### src/rtl/tick_sched_if.sv
// Configuration and event handshake bundle for tick_sched.
// master = controller/consumer side, slave = scheduler side.
interface tick_sched_if #(
  parameter int PW = 16,
  parameter int CW = 2
);
  logic          cfg_we;
  logic [CW-1:0] cfg_ch;
  logic [PW-1:0] cfg_period;
  logic          cfg_oneshot;
  logic          cfg_start;
  logic          evt_valid;
  logic [CW-1:0] evt_ch;
  logic          evt_ready;

  modport master (
    output cfg_we, cfg_ch, cfg_period, cfg_oneshot, cfg_start, evt_ready,
    input  evt_valid, evt_ch
  );

  modport slave (
    input  cfg_we, cfg_ch, cfg_period, cfg_oneshot, cfg_start, evt_ready,
    output evt_valid, evt_ch
  );
endinterface

### src/rtl/tick_sched.sv
// Multi-channel ce_in-driven timer scheduler with a round-robin event port.
// Optional sticky overflow flags are built when TICK_SCHED_OVF_EN is defined.
module tick_sched #(
  parameter int N  = 4,
  parameter int PW = 16,
  parameter int CW = 2
) (
  input  logic         clk,
  input  logic         rst_n,
  input  logic         ce_in,
  tick_sched_if.slave  bus,
  output logic [N-1:0] tick,
  output logic [N-1:0] active,
  output logic [N-1:0] ovf
);

  typedef enum logic [0:0] {IDLE, OFFER} state_t;

  logic [PW-1:0] cnt_r    [N];
  logic [PW-1:0] period_r [N];
  logic [N-1:0]  oneshot_r;
  logic [N-1:0]  active_r;
  logic [N-1:0]  pending_r;
  logic [N-1:0]  tick_r;

  logic [N-1:0]  cfg_hit_s;
  logic [N-1:0]  fire_s;
  logic [N-1:0]  clr_s;
  logic [N-1:0]  pending_nxt_s;
  logic          hs_s;

  state_t        state_r;
  state_t        state_nxt_s;
  logic          evt_valid_r;
  logic          evt_valid_nxt_s;
  logic [CW-1:0] evt_ch_r;
  logic [CW-1:0] evt_ch_nxt_s;
  logic [CW-1:0] rr_ptr_r;
  logic [CW-1:0] rr_ptr_nxt_s;

  // First requesting channel at or after ptr, wrapping modulo N.
  function automatic logic [CW-1:0] pick_next(input logic [N-1:0] req,
                                              input logic [CW-1:0] ptr);
    logic [CW-1:0] sel;
    logic          found;
    int            idx;
    sel   = ptr;
    found = 1'b0;
    for (int k = 0; k < N; k++) begin
      idx = (int'(ptr) + k) % N;
      if (!found && req[idx]) begin
        sel   = CW'(idx);
        found = 1'b1;
      end else begin
        found = found;
      end
    end
    return sel;
  endfunction

  function automatic logic [CW-1:0] next_ch(input logic [CW-1:0] ch);
    if (ch == CW'(N - 1)) begin
      return '0;
    end else begin
      return ch + CW'(1);
    end
  endfunction

  assign hs_s = evt_valid_r & bus.evt_ready;

  // Per-channel decode: config hits, fires, handshake clears and pending update.
  always_comb begin
    cfg_hit_s     = '0;
    fire_s        = '0;
    clr_s         = '0;
    pending_nxt_s = pending_r;
    for (int i = 0; i < N; i++) begin
      cfg_hit_s[i]     = bus.cfg_we && (bus.cfg_ch == CW'(i));
      // A config write on the same channel suppresses the fire.
      fire_s[i]        = ce_in && active_r[i] && (cnt_r[i] == PW'(1)) && !cfg_hit_s[i];
      clr_s[i]         = hs_s && (evt_ch_r == CW'(i));
      pending_nxt_s[i] = fire_s[i] | (pending_r[i] & ~clr_s[i]);
    end
  end

  // Channel counters, configuration registers, pending bits and tick pulses.
  always_ff @(posedge clk) begin
    if (!rst_n) begin
      for (int i = 0; i < N; i++) begin
        cnt_r[i]    <= '0;
        period_r[i] <= '0;
      end
      oneshot_r <= '0;
      active_r  <= '0;
      pending_r <= '0;
      tick_r    <= '0;
    end else begin
      pending_r <= pending_nxt_s;
      tick_r    <= fire_s;
      for (int i = 0; i < N; i++) begin
        if (cfg_hit_s[i]) begin
          if (bus.cfg_start && (bus.cfg_period != '0)) begin
            period_r[i]  <= bus.cfg_period;
            cnt_r[i]     <= bus.cfg_period;
            oneshot_r[i] <= bus.cfg_oneshot;
            active_r[i]  <= 1'b1;
          end else if (bus.cfg_start) begin
            active_r[i] <= 1'b0;
          end else begin
            active_r[i] <= 1'b0;
            cnt_r[i]    <= '0;
          end
        end else if (ce_in && active_r[i]) begin
          if (cnt_r[i] == PW'(1)) begin
            if (oneshot_r[i]) begin
              active_r[i] <= 1'b0;
            end else begin
              cnt_r[i] <= period_r[i];
            end
          end else begin
            cnt_r[i] <= cnt_r[i] - PW'(1);
          end
        end else begin
          cnt_r[i] <= cnt_r[i];
        end
      end
    end
  end

  // Arbiter state register.
  always_ff @(posedge clk) begin
    if (!rst_n) begin
      state_r     <= IDLE;
      evt_valid_r <= 1'b0;
      evt_ch_r    <= '0;
      rr_ptr_r    <= '0;
    end else begin
      state_r     <= state_nxt_s;
      evt_valid_r <= evt_valid_nxt_s;
      evt_ch_r    <= evt_ch_nxt_s;
      rr_ptr_r    <= rr_ptr_nxt_s;
    end
  end

  // Arbiter next state: latch one pending channel, hold it until accepted.
  always_comb begin
    state_nxt_s     = state_r;
    evt_valid_nxt_s = evt_valid_r;
    evt_ch_nxt_s    = evt_ch_r;
    rr_ptr_nxt_s    = rr_ptr_r;
    case (state_r)
      IDLE: begin
        if (|pending_r) begin
          evt_ch_nxt_s    = pick_next(pending_r, rr_ptr_r);
          evt_valid_nxt_s = 1'b1;
          state_nxt_s     = OFFER;
        end else begin
          evt_valid_nxt_s = 1'b0;
        end
      end
      OFFER: begin
        if (hs_s) begin
          rr_ptr_nxt_s    = next_ch(evt_ch_r);
          evt_valid_nxt_s = 1'b0;
          state_nxt_s     = IDLE;
        end else begin
          evt_valid_nxt_s = 1'b1;
        end
      end
      default: begin
        evt_valid_nxt_s = 1'b0;
        state_nxt_s     = IDLE;
      end
    endcase
  end

`ifdef TICK_SCHED_OVF_EN
  logic [N-1:0] ovf_r;

  // Sticky overflow: a fire landing on an event that is still pending.
  always_ff @(posedge clk) begin
    if (!rst_n) begin
      ovf_r <= '0;
    end else begin
      ovf_r <= (ovf_r & ~cfg_hit_s) | (fire_s & pending_r & ~clr_s);
    end
  end

  assign ovf = ovf_r;
`else
  assign ovf = '0;
`endif

  assign tick          = tick_r;
  assign active        = active_r;
  assign bus.evt_valid = evt_valid_r;
  assign bus.evt_ch    = evt_ch_r;

endmodule

### src/flat_wrapper.sv
// flat-port wrapper written by rule: the top's interface ports become plain ports
module tick_sched_flat 
#(
  parameter int N  = 4,
  parameter int PW = 16,
  parameter int CW = 2
)
  (clk, rst_n, ce_in, tick, active, ovf, bus_cfg_we, bus_cfg_ch, bus_cfg_period, bus_cfg_oneshot, bus_cfg_start, bus_evt_ready, bus_evt_valid, bus_evt_ch);
  tick_sched_if #(.PW(PW), .CW(CW)) bus_i ();
  input  logic clk;
  input  logic rst_n;
  input  logic ce_in;
  output logic [N-1:0] tick;
  output logic [N-1:0] active;
  output logic [N-1:0] ovf;
  input wire logic [$bits(bus_i.cfg_we)-1:0] bus_cfg_we;
  input wire logic [$bits(bus_i.cfg_ch)-1:0] bus_cfg_ch;
  input wire logic [$bits(bus_i.cfg_period)-1:0] bus_cfg_period;
  input wire logic [$bits(bus_i.cfg_oneshot)-1:0] bus_cfg_oneshot;
  input wire logic [$bits(bus_i.cfg_start)-1:0] bus_cfg_start;
  input wire logic [$bits(bus_i.evt_ready)-1:0] bus_evt_ready;
  output wire logic [$bits(bus_i.evt_valid)-1:0] bus_evt_valid;
  output wire logic [$bits(bus_i.evt_ch)-1:0] bus_evt_ch;
  assign bus_i.cfg_we = bus_cfg_we;
  assign bus_i.cfg_ch = bus_cfg_ch;
  assign bus_i.cfg_period = bus_cfg_period;
  assign bus_i.cfg_oneshot = bus_cfg_oneshot;
  assign bus_i.cfg_start = bus_cfg_start;
  assign bus_i.evt_ready = bus_evt_ready;
  assign bus_evt_valid = bus_i.evt_valid;
  assign bus_evt_ch = bus_i.evt_ch;
  tick_sched #(.N(N), .PW(PW), .CW(CW)) u_core (.clk(clk), .rst_n(rst_n), .ce_in(ce_in), .bus(bus_i), .tick(tick), .active(active), .ovf(ovf));
endmodule
### config.mk
export PLATFORM = sky130hd
export DESIGN_NAME = tick_sched_flat
export DESIGN_NICKNAME = d
export VERILOG_FILES = /design/src/rtl/tick_sched_if.sv /design/src/rtl/tick_sched.sv /design/src/flat_wrapper.sv
export SDC_FILE = /design/constraint.sdc
export NUM_CORES = 1
export LEC_CHECK = 0
export BUFFER_PORTS_ARGS = -buffer_cell sky130_fd_sc_hd__buf_2
export CAP_MARGIN = 40
export CORE_UTILIZATION = 50
export DETAILED_ROUTE_END_ITERATION = 12
export PLACE_DENSITY_LB_ADDON = 0.15
export SYNTH_ARGS = -nofsm -noshare
export SYNTH_HDL_FRONTEND = slang
export SYNTH_SLANG_ARGS = --single-unit
### constraint.sdc
create_clock -name clk -period 2.75 [get_ports clk]
set_input_delay 0.1375 -clock clk [delete_from_list [all_inputs] [get_ports clk]]
set_output_delay 0.1375 -clock clk [all_outputs]
set_load 0.01 [all_outputs]
## Yosys cells after proc, flatten, opt, wreduce, memory -nomap -nowiden

Memories as Yosys holds them, arrays and structs flattened.
Cells that the tools add are included.

| storage, ports and cells | value |
|---|---|
| flip-flop bits (word level) | 21 |
| memories | 2 |
| output and inout port bits | 15 |
| input port bits | 25 |
| memory bits (writable) | 128 |
| logic and storage cells | 293 |

| operators by class | value |
|---|---|
| bitwise logic cells | 41 |
| order comparisons | 4 |
| muxes and demuxes | 155 |
| reductions and logical operators | 60 |
| equality and inequality tests | 10 |
| add/subtract/negate cells | 8 |

Memory list:

| name | words | bits a word | read ports | clocked after memory_dff | wr ports | line | source |
|---|---|---|---|---|---|---|---|
| u_core.cnt_r | 4 | 16 | 4 | 0 | 4 | tick_sched.sv:19 | `logic [PW-1:0] cnt_r [N];` |
| u_core.period_r | 4 | 16 | 4 | 0 | 4 | tick_sched.sv:20 | `logic [PW-1:0] period_r [N];` |

Operators with widths:

| cell | number |
|---|---|
| 16-bit 2-to-1 mux | 24 |
| 1-bit 2-to-1 mux | 122 |
| 16-bit by 1-bit equality test with 1-bit output, second input constant | 4 |
| 16-bit by 1-bit subtractor with 16-bit output, second input constant | 4 |
| 1-bit OR | 28 |
| 1-bit logical AND | 24 |
| 2-bit nonzero test | 12 |
| 16-bit nonzero test | 1 |
| 3-bit by 4-bit less-than comparator with 1-bit output, second input constant | 3 |
| 2-bit AND reduction | 6 |
| 3-bit AND reduction | 4 |
| 1-bit binary-select mux with 2-bit select | 4 |
| 2-bit equality test, second input constant | 4 |
| 2-bit 2-to-1 mux | 4 |
| 1-bit logical NOT | 7 |
| 2-bit OR reduction | 3 |
| 1-bit AND | 5 |
| 1-bit NOT | 5 |
| 2-bit by 1-bit adder with 2-bit output, second input constant | 2 |
| 2-bit adder, second input constant | 2 |
| 2-bit by 1-bit equality test with 1-bit output, second input constant | 2 |
| 2-bit logical NOT | 2 |
| 4-bit OR reduction | 1 |
| 1-bit AND, first input constant | 3 |
| 2 further kinds | 2 |

## Depth between registers and ports, before layout

| logic depth | value |
|---|---|
| depth after elaboration | 18 |
| gate-level depth with buffers | 9 |
| mapped depth without buffers | 7 |

## Least setup slack after synthesis

OpenSTA, ideal clock, no wires.

| timing | value |
|---|---|
| kind | register to register |
| start point | memory u_core.cnt_r[3][3], in the netlist u_core.cnt_r[0][51] |
| end point | memory u_core.cnt_r[3][0], in the netlist u_core.cnt_r[0][48], enable pin |
| period minus slack after synthesis | 2517 ps |
| library setup time | 454 ps |
| arrival | 2063 ps |
| path slack | 233 ps |
| path buffers | 2 |
| stages on the path, launching flop included | 7 |
| required time | 2296 ps |
| cell sequence | edfxtp_1 nor4_4 nand4_1 nand2b_1 buf_6 clkbuf_1 nand4b_1 |

RTL lines:

| what | line |
|---|---|
| start, declared | tick_sched.sv:19 |

==> summary.md <==
| Metric | Value |
|---|---|
| Run status | finished, final reports clean |
| Avg Cell Area, Syn | 10.7 um2 |
| DR vias/cell | 6.00 |
| EDFF count, synth | 128 |
| Clk slew on worst S/H paths | 0.06 ns |
| Initial core utilization | 0.516 |
| Largest net degree at the start of global routing | 26 |
| Setup crit end kind | register |
| DR pass1 iterations | 8 |
| Gp weighted congestion | 0.911 |
| Synth Instances | 765 |
| Pwr Total | 0.00554 W |
| Distinct cells, synth | 65 |
| Final HPWL from detailed placement | 14.2 mm |
| Clock Skew | 0.00697 ns |
| Post-Syn Area | 8220 um2 |
| Share of cells above drive strength 1 | 0.170 |
| Achievable Freq | 393 MHz |
| Critical path peak fanout | 16 |
| FF-to-FF path depth | 8 |
| Die Y | 130 um |
| Floorplan row count | 46 |
| R2r endpoint | u_core.cnt_r[0][33]$_SDFFCE_PN0P_ |
| Initial antenna violation count | 1 |
| Routed Antenna Nets | 0 |
| Maximum vdd drop | 0.000458 V |
| I/O pins | 40 |
| Tmin final | 2.55 ns |
| Drt total wl | 20.8 mm |
| Setup Buffers After CTS | 0 |
| Max-slew violations | 0 |
| Vias in the first global route | 5974 |
| Async set-or-reset flop fraction in the synthesized netlist | 0 |
| Hold WC Path Type | input port to register |
| Hold Path End | u_core.oneshot_r[1]$_SDFFE_PN0P_ |
| Buffers on Ports | 35 |
| Fillers | 1325 |
| Sequential area share after synthesis | 0.519 |
| Worst r2r src | u_core.cnt_r[0][33]$_SDFFCE_PN0P_ |
| Largest stage delay, worst path | 0.52 ns |
| Die W | 130 um |
| YS warnings | 0 |
| FF+latch count, synth | 149 |
| Number of diodes | 0 |
| Multi-input logic area | 3650 um2 |
| First-pass GRT wire length | 33.3 mm |
| Crit Path Category | register to register |
| Hold_buf cts | 0 |
| Post-DP Area | 8720 um2 |
| Static Leak | 3.33 nW |
| NumNets Final | 857 |
| Crit path arrival time | 2.71 ns |
| Tot GR Track Use | 0.265 |
| Area delta synth->final | 13.4% |
| 1st-iter DRT viols | 746 |
| DRC errors left | 0 |
| Critical Path RT | 2.92 ns |
| Hold Vio Cnt, Final | 0 |
| # H-tree levels | 4 |
| Synth area leader | edfxtp_1 |
| TritonCTS Buffers | 17 |
| Max Buffers Root-to-Sink | 2 |
| Share of the synthesized area in the top cell type | 0.468 |
| Critical path, cell by cell | inv_1 > ha_1 > nor4b_1 > and4_1 > nand3_1 > o311ai_4 > buf_4 > a211oi_1 |
| Vias after detailed routing | 6295 |
| Hold Crit Depth | 2 |
| Die area | 17000 um2 |
| Critical path's top delay family | simple AND/OR/NAND/NOR gates |
| Setup crit start kind | register |
| Clock sink count | 149 |
| CTS tree | done |
| Slew @ Worst Pin | 0.795 ns |
| Clock Root Buffer | clkbuf_16 |
| Buf/Inv on CP | 2 |
| Fin cells | 1049 |
| Levels on crit path | 8 |
| Top FF cell, synth | edfxtp_1 |
| RSZ-0062 raised after global routing | false |
| Pwr dens | 594 nW/um2 |
| Critical path's slowest cell | and4_1 |
| Routed wire length per instance | 19.9 um |
| Final Cycle Share | 0.925 |
| Total grt overflow | 0 |
| Reg area | 4260 um2 |
| Hold_sp | bus_cfg_oneshot |
| Max-cap violations | 0 |
| Final setup viols | 0 |
| Setup_tns | 0 ns |
| Slew Limit Headroom | 0.470 |
| Clock Latency Late Sink | 0.43 ns |
| Final Cell Area | 9330 um2 |
| Core Area | 15900 um2 |
| Dpl cells | 1017 |
| R2r setup slk | 0.20 ns |
| Hold Slack | 0.0137 ns |
| Top cells by area, synth | edfxtp_1 (47%), dfxtp_1 (5.1%), and2_1 (4.3%) |
[metal layers]
metal	wire length, um	share of wire	track usage
met1	9430	0.45	0.374
met2	9490	0.46	0.406
met5	0	0	0
met4	351	0.017	0.0917
met3	1580	0.076	0.0541
[power by group]
part	internal, W	switching, W
Clock	0.00140	0.000940
Combinational	0.000185	0.000303
Sequential	0.00261	0.000105
[how the worst max path moves through the flow]
stage / start / endpoint / slack [ns]
floorplan: u_core.cnt_r[0][51]$_DFFE_PP_ / u_core.cnt_r[0][48]$_DFFE_PP_ / 0.23
global placement: u_core.cnt_r[0][39]$_SDFFCE_PN0P_ / u_core.cnt_r[0][37]$_SDFFCE_PN0P_ / 0.23
detailed placement: u_core.cnt_r[0][1]$_SDFFCE_PN0P_ / u_core.cnt_r[0][6]$_SDFFCE_PN0P_ / 0.06
CTS: u_core.cnt_r[0][1]$_SDFFCE_PN0P_ / u_core.cnt_r[0][6]$_SDFFCE_PN0P_ / 0.03
global route: u_core.cnt_r[0][23]$_SDFFCE_PN0P_ / u_core.cnt_r[0][18]$_SDFFCE_PN0P_ / 0.01
finish: u_core.cnt_r[0][33]$_SDFFCE_PN0P_ / u_core.cnt_r[0][33]$_SDFFCE_PN0P_ / 0.20
[state kept, by name (all words and copies together), names as in the netlist]
signal,count
u_core.active,4
u_core.bus.evt_ch,2
u_core.cnt_r,64
u_core.oneshot_r,4
u_core.pending_r,4
u_core.period_r,64
u_core.rr_ptr_r,2
u_core.state_r,1
u_core.tick,4
[cells in the mapped netlist, types with 6 or more instances]
cell and count:
edfxtp_1 128, and2_1 57, nand2_1 53, a21oi_1 50, nor2_1 47, nand3_1 36
xnor2_1 36, nor3_1 30, a22oi_1 27, dfxtp_1 21, inv_1 18, nand4_1 18
o21ai_0 18, clkbuf_1 16, xor2_1 16, nor4_1 13, o22ai_1 13, ha_1 12
a211oi_1 11, a21boi_0 9, and2_2 9, buf_2 8, a211o_1 7, buf_6 7
nand2b_1 7, buf_4 6, nand3b_1 6, nand4b_1 6
[final cells by class]
cell class              instances  area share
clock inverters                 8     0.00590
multi-input cells             560       0.392
clock buffers                  24      0.0586
flip-flops and latches        149       0.457
repair buffers                 74      0.0502
well taps                     216      0.0290
inverters                      18     0.00725
[timing repair]
action / CTS / global route
endpoints found under the hold margin: 0 / 0
setup endpoints to repair: 0 / 23
gates resized for setup: 0 / 2
[cell families (layout without fill, tap and decap cells)]
group                    after synthesis  count (layout)  share of synthesized area
other                                  1               4                   0.000456
AO/OA/AOI/OAI                        165             165                      0.138
adder cells (fa/ha/maj)               12              12                     0.0183
flip-flops                           149             149                      0.519
XOR/XNOR                              52              52                     0.0554
AND/OR/NAND/NOR                      327             327                      0.230
buffers and inverters                 59             124                     0.0391
[stage by stage]
stage | util | setup WS [ns]
finish | 0.585 | 0.205
global route | 0.585 | 0.0114
CTS | 0.584 | 0.0284
detailed placement | 0.547 | 0.0646
global placement | 0.547 | 0.235
floorplan | - | 0.233
[cells in the final DEF, fill, tap and decap left out, drive strengths merged, types with 3 or more instances in the layout]
| cell type | netlist | routed |
|---|---|---|
| nor3b | 4 | 4 |
| xor2 | 16 | 16 |
| nor2b | 5 | 5 |
| conb | 1 | 4 |
| buf | 22 | 74 |
| o22ai | 13 | 13 |
| and3 | 5 | 5 |
| o21ai | 19 | 19 |
| o31a | 3 | 3 |
| and2 | 68 | 68 |
| a31oi | 5 | 5 |
| nor4b | 5 | 5 |
| a22oi | 27 | 27 |
| dfxtp | 21 | 21 |
| a21oi | 50 | 50 |
| edfxtp | 128 | 128 |
| clkbuf | 19 | 24 |
| and4 | 4 | 4 |
| nand4 | 18 | 18 |
| a311oi | 3 | 3 |
| nand3 | 36 | 36 |
| a21boi | 9 | 9 |
| inv | 18 | 21 |
| ha | 12 | 12 |
| a211o | 7 | 7 |
| xnor2 | 36 | 36 |
| clkinv | 0 | 5 |
| nand3b | 6 | 6 |
| or3 | 3 | 3 |
| nand4b | 6 | 6 |
| a211oi | 11 | 11 |
| a31o | 4 | 4 |
| nand2b | 7 | 7 |
| nand2 | 53 | 53 |
| nor3 | 34 | 34 |
| nor2 | 47 | 47 |
| nor4 | 21 | 21 |
Note: power is estimated with default switching activity, not from simulation.
